[config.mk]
export PLATFORM = sky130hd
export DESIGN_NAME = mem_arbiter
export DESIGN_NICKNAME = d
export VERILOG_FILES = /design/src/rtl/mem_arbiter.sv
export SDC_FILE = /design/constraint.sdc
export NUM_CORES = 1
export LEC_CHECK = 0
export CAP_MARGIN = 20
export CORE_MARGIN = 1
export CORE_UTILIZATION = 35
export CTS_CLUSTER_SIZE = 12
export DETAILED_ROUTE_END_ITERATION = 10
export PLACE_DENSITY_LB_ADDON = 0.08
export SYNTH_ARGS = -nofsm -noshare
export SYNTH_HDL_FRONTEND = slang
export SYNTH_SLANG_ARGS = --single-unit
[constraint.sdc]
create_clock -name clk -period 1.45 [get_ports clk]
set_input_delay 0.3625 -clock clk [delete_from_list [all_inputs] [get_ports clk]]
set_output_delay 0.3625 -clock clk [all_outputs]
set_load 0.05 [all_outputs]
[src/rtl/mem_arbiter.sv]
// ---------------------------------------------------------------------------
// mem_arbiter
//
// Two-port round-robin arbiter in front of a single shared memory path.
// Port 0 is the instruction-fetch side, port 1 the data side. One
// transaction is in flight at a time; the owner's request fields are
// captured at grant and held on the memory side until the memory answers
// (mem_ready) or the BUSY-cycle budget (TIMEOUT) runs out.
//
// Parameters
//   ADDR_W   address width
//   DATA_W   data width
//   TIMEOUT  maximum BUSY cycles before the access is aborted (1..255)
//
// Ports
//   clk, reset                single clock, synchronous active-high reset
//   req0/req1                 per-port request
//   addr0/1, we0/1, wdata0/1  per-port access fields, sampled only at grant
//   done0/done1               one-cycle completion pulse for the owner
//   rdata                     read data, valid with a done pulse
//   err                       timeout flag, valid with a done pulse
//   sel                       current owner, drives the external mux select
//   mem_req, mem_addr,
//   mem_we, mem_wdata         memory-side request, stable while mem_req=1
//   mem_ready, mem_rdata      memory completion and read data
// ---------------------------------------------------------------------------
module mem_arbiter #(
  parameter int ADDR_W  = 32,
  parameter int DATA_W  = 32,
  parameter int TIMEOUT = 16
) (
  input  logic              clk,
  input  logic              reset,
  input  logic              req0,
  input  logic              req1,
  input  logic [ADDR_W-1:0] addr0,
  input  logic [ADDR_W-1:0] addr1,
  input  logic              we0,
  input  logic              we1,
  input  logic [DATA_W-1:0] wdata0,
  input  logic [DATA_W-1:0] wdata1,
  output logic              done0,
  output logic              done1,
  output logic [DATA_W-1:0] rdata,
  output logic              err,
  output logic              sel,
  output logic              mem_req,
  output logic [ADDR_W-1:0] mem_addr,
  output logic              mem_we,
  output logic [DATA_W-1:0] mem_wdata,
  input  logic              mem_ready,
  input  logic [DATA_W-1:0] mem_rdata
);

  typedef enum logic [1:0] {
    IDLE = 2'd0,
    BUSY = 2'd1,
    RESP = 2'd2
  } state_t;

  // Counter is 8 bits wide because TIMEOUT is bounded to 255.
  localparam logic [7:0] TO_LIM = 8'(TIMEOUT);

  state_t              state_q, state_d;
  logic                sel_q, sel_d;
  logic                last_owner_q, last_owner_d;
  logic [ADDR_W-1:0]   addr_q, addr_d;
  logic                we_q, we_d;
  logic [DATA_W-1:0]   wdata_q, wdata_d;
  logic                mem_req_q, mem_req_d;
  logic                done0_q, done0_d;
  logic                done1_q, done1_d;
  logic                err_q, err_d;
  logic [DATA_W-1:0]   rdata_q, rdata_d;
  logic [7:0]          cnt_q, cnt_d;
  logic [7:0]          cnt_inc;
  logic                gnt;

  // Round-robin pick: a lone requester always wins; under contention the
  // port that did not own the previous transaction wins.
  function automatic logic rr_pick(input logic r0, input logic r1,
                                   input logic last);
    if (r0 && r1) begin
      return ~last;
    end
    return r1;
  endfunction

  assign cnt_inc = cnt_q + 8'd1;

  always_comb begin
    state_d      = state_q;
    sel_d        = sel_q;
    last_owner_d = last_owner_q;
    addr_d       = addr_q;
    we_d         = we_q;
    wdata_d      = wdata_q;
    mem_req_d    = mem_req_q;
    done0_d      = 1'b0;
    done1_d      = 1'b0;
    err_d        = err_q;
    rdata_d      = rdata_q;
    cnt_d        = cnt_q;
    gnt          = 1'b0;

    case (state_q)
      IDLE: begin
        if (req0 || req1) begin
          gnt       = rr_pick(req0, req1, last_owner_q);
          sel_d     = gnt;
          addr_d    = gnt ? addr1  : addr0;
          we_d      = gnt ? we1    : we0;
          wdata_d   = gnt ? wdata1 : wdata0;
          cnt_d     = 8'd0;
          mem_req_d = 1'b1;
          state_d   = BUSY;
        end
      end

      BUSY: begin
        // mem_ready is tested first so it wins over a coincident timeout.
        if (mem_ready) begin
          rdata_d   = mem_rdata;
          err_d     = 1'b0;
          mem_req_d = 1'b0;
          done0_d   = ~sel_q;
          done1_d   = sel_q;
          state_d   = RESP;
        end else begin
          cnt_d = cnt_inc;
          if (cnt_inc == TO_LIM) begin
            rdata_d   = '0;
            err_d     = 1'b1;
            mem_req_d = 1'b0;
            done0_d   = ~sel_q;
            done1_d   = sel_q;
            state_d   = RESP;
          end
        end
      end

      RESP: begin
        last_owner_d = sel_q;
        state_d      = IDLE;
      end

      default: begin
        mem_req_d = 1'b0;
        state_d   = IDLE;
      end
    endcase
  end

  always_ff @(posedge clk) begin
    if (reset) begin
      state_q      <= IDLE;
      sel_q        <= 1'b0;
      // Reset as if port 1 owned last, so port 0 wins the first contention.
      last_owner_q <= 1'b1;
      addr_q       <= '0;
      we_q         <= 1'b0;
      wdata_q      <= '0;
      mem_req_q    <= 1'b0;
      done0_q      <= 1'b0;
      done1_q      <= 1'b0;
      err_q        <= 1'b0;
      rdata_q      <= '0;
      cnt_q        <= 8'd0;
    end else begin
      state_q      <= state_d;
      sel_q        <= sel_d;
      last_owner_q <= last_owner_d;
      addr_q       <= addr_d;
      we_q         <= we_d;
      wdata_q      <= wdata_d;
      mem_req_q    <= mem_req_d;
      done0_q      <= done0_d;
      done1_q      <= done1_d;
      err_q        <= err_d;
      rdata_q      <= rdata_d;
      cnt_q        <= cnt_d;
    end
  end

  assign done0     = done0_q;
  assign done1     = done1_q;
  assign rdata     = rdata_q;
  assign err       = err_q;
  assign sel       = sel_q;
  assign mem_req   = mem_req_q;
  assign mem_addr  = addr_q;
  assign mem_we    = we_q;
  assign mem_wdata = wdata_q;

endmodule
==> results list <==
- The Yosys step of the flow raised 0 warnings.
- dfxtp_1 takes more of the synthesized area than any other cell.
- Kind of launch point of the worst setup path: register
- The floorplan step set the die height to 123.5 µm.
- The smallest clock period supported by the final layout is computed as 1450 ps.
- Global routing used 23.22% of the available tracks across all layers.
* Routability congestion estimate from global placement: 0.7941
- In this design, the critical path's most frequently occurring cell is buf_12.
- Dividing the final minimum period by the clock period gives 99.99%.
- CTS sink count: 113
- Horizontal extent of the die: 123.5 µm
* Vias in the first global route: 5,284
- By area, the combinational part of the netlist is dominated by compound AO/OA/AOI/OAI gates.
* Number of levels the H-tree was split into: 4
- The later pin in the worst-skew pair is clocked with a latency of 410 ps.
- The first global-routing pass estimated 26.60 mm of wire.
* CP Depth: 6
- In this run the remaining antenna-violating nets after routing total 0.
* Number of synthesized flops with an enable pin: 0
* Port bufs: 268
* Min-Delay Path Depth: 3
- Worst-case clock buffer depth: 2
* Post-Syn Nets: 732
* Sum of overflow across all layers after global routing: 0
- The min-delay analysis places its worst path in the category in2reg.
- IR drop worst, VDD: 0.8662 mV
- Compound-gate portion of the synthesized area: 20.04%
- Placed wire-length estimate after detailed placement: 12.77 mm
- The floorplan step defined a core boundary enclosing 14,480 µm².
* Result of the run: completed
* Antenna diode count: 0
* RSZ-0062 raised after global routing: yes
- Utilization after layout: 70.45%
- Entering global routing, the biggest net connects 65 pins.
- Worst setup timing slack at the placement stage: -515.1 ps
- The number of pins exceeding their max-slew limit in the final report is 0.
- Summed over its instances, the top area cell type makes up 43.81% of the synthesized netlist area.
* Layout cells sized above 1: 28.69%
* Parity-gate share of the synthesized area counting xor and xnor cells: 0%
- Clock-pin slew was measured on the worst setup and hold paths at 50 ps.
- Simple logic cell fraction of the synthesized area: 18.32%
* Number of max-cap violations: 0
- At the worst endpoint, the required time is 1770 ps.
- The largest single stage delay on the critical path is 350 ps.
- Avg Synthesized Cell Area: 9.156 µm²
- Routed WL: 17.97 mm
- Worst path bufs/invs: 3
* Number of antenna violations at the first check in global routing: 0
* Mapped Cells: 564
- Slowest CP cell: dfxtp_2
- Cell family with the largest share of critical-path delay: buffers and inverters
* Type of element capturing the critical path: register
- Asr flop ratio synth: 0%
- TritonCTS created 17 clock buffers.
- For this run, design rule violations remaining after detail routing come to 0.
- In this run the count of I/O pins placed on the die edge is 269.
* Number of iterations in the first detailed-routing pass: 4
- Leading post-synthesis cells by cell area: dfxtp_1, mux2i_1, a211oi_1, nor2_1, or3b_2
* CTS tree: yes
* Wire length per cell: 17.31 µm
- Of the synthesized area, sequential elements account for 43.81%.
- After Yosys synthesis, full adders, half adders and majority gates account for 0.2423% of the synthesized area.
- Sorting the synthesized cells by how often they occur yields dfxtp_1, nor2_1, a211oi_1.
* # hold bufs at CTS: 0
- Cell breakdown of the critical path: buf_6 > nor3_4 > buf_12 > buf_12 > nor2_1 > a211oi_1
* Final net count: 1,009
- Highest net fanout along the worst path: 29
- In this run the core area contains 44 standard-cell rows.
* Most repeated cell in the gate-level netlist after synthesis: dfxtp_1
- Netlist area before placement: 5164 µm²
* Initial core utilization: 35.66%
- Across the routed clock network, the largest skew measured is 7.919 ps.
* Measured slew at the worst slew-check pin: 580.7 ps
- Setup violations remaining at the end of the flow were counted as 0.
* Drt first-iter violations: 272
- For the worst setup path, the data arrival time is 1770 ps.
- The cell sitting at the root of the clock tree is a clkbuf_16.
- Worst slew margin relative to its limit: 61.29%
- Compared with the post-synthesis result, the final layout area differs by 97.55%.
- Prevailing post-synth register cell: dfxtp_1
- In this run, synthesis produced a sequential element count of 113.
- CP Class: reg2reg
- Depth of the most critical reg-to-reg path: 6
* Worst setup margin: 0.1712 ps
* Count of endpoints failing hold in the final timing report: 0
- Routed via count divided by cell count: 5.197
* Number of different library cells in the post-synthesis netlist: 37
- Max Freq: 689.7 MHz
- Mux share of post-synthesis cell area: 12.60%
* Area enclosed by the die boundary: 15,240 µm²
- For this block, the via count after detailed routing is 5,394.
- PD cells: 1146 nW/µm²
* Leakage power summed over all cells: 4.064 nW
## metal layers
metal / vias to the layer above / global-route usage (%) / wire length [µm]
li1: 2641 / - / -
met2: 220 / 39.98 / 9239
met5: - / 0 / 0
met1: 2499 / 24.58 / 6704
met3: 34 / 9.548 / 1540
met4: 0 / 10.84 / 488
## state kept, by name, summed over array words and instances, names as in the netlist
signal and cells:
err 1, mem_we 1, cnt_q 8, mem_addr 32, sel 1, mem_req 1
rdata 32, done0 1, state_q 2, last_owner_q 1, done1 1, mem_wdata 32
## worst reg2reg max path, cell delays in order, from the launching register on
cell,delay [ps]
dfxtp_2,350
buf_6,130
nor3_4,220
buf_12,180
buf_12,190
nor2_1,60
a211oi_1,220
## power by group
part / total (mW) / internal (mW) / switching (mW) / leakage [nW]
clock: 4.05 / 2.66 / 1.38 / 0.290
sequential: 3.74 / 3.41 / 0.327 / 0.934
combinational: 3.91 / 2.02 / 1.88 / 2.84
total: 11.7 / 8.09 / 3.60 / 4.06
## final timing paths
kind	to	slack [ps]	from
setup / recovery	mem_wdata[23]$_SDFFE_PP0P_	0.2	state_q[1]$_SDFFE_PP0P_
hold reg to reg	cnt_q[7]$_SDFFE_PP0P_	510	cnt_q[7]$_SDFFE_PP0P_
setup reg to reg	mem_wdata[23]$_SDFFE_PP0P_	0.2	state_q[1]$_SDFFE_PP0P_
hold / removal	state_q[1]$_SDFFE_PP0P_	450	mem_ready
## placed cells by master, fill, tap and decap left out, drive strengths merged, types with 4 or more instances in the layout
cell type / instances
clkdlybuf4s50: 162
mux2i: 65
clkbuf: 31
dfxtp: 113
nor3: 4
and3: 33
o21ai: 5
nor2: 81
nand3: 4
a21oi: 42
or3b: 33
a211oi: 68
nor2b: 4
buf: 146
o22ai: 32
## final cells by class
class                           count  area (µm²)
Fill cell                        1061        4278
Clock inverter                      4       45.04
Sequential cell                   113        2268
Timing Repair Buffer              315        4338
Clock buffer                       28       536.8
Tap cell                          184       230.2
Multi-Input combinational cell    394        2783
## stage by stage
step / std cells / total power, mW / area, µm² / hold WS, ps / setup TNS, ps
final: 1038 / 11.69 / 10200 / 446.9 / 0
after global routing: 1038 / 12.16 / 10200 / 452.8 / -1793
after CTS: 1035 / 11.71 / 10010 / 478.5 / 0
after detailed placement: 999 / 7.572 / 9339 / 492.4 / -45740
after global placement: 999 / 7.516 / 9339 / 490.9 / -40950
after floorplan: 564 / 5.419 / 5164 / 480.0 / 0
## kinds of logic after synthesis
family | Yosys count
adder cells (fa/ha/maj) | 1
flip-flops | 113
AND/OR/NAND/NOR | 170
multiplexers | 65
AO/OA/AOI/OAI | 158
buffers and inverters | 57
## repair_timing
action                     CTS  global route
resized for setup           13            28
pin swaps                    0             6
hold endpoints to repair     0             0
setup buffers                3             0
setup endpoints to repair   61            91
cloned                       1             3
(Power assumes the default switching activity.)
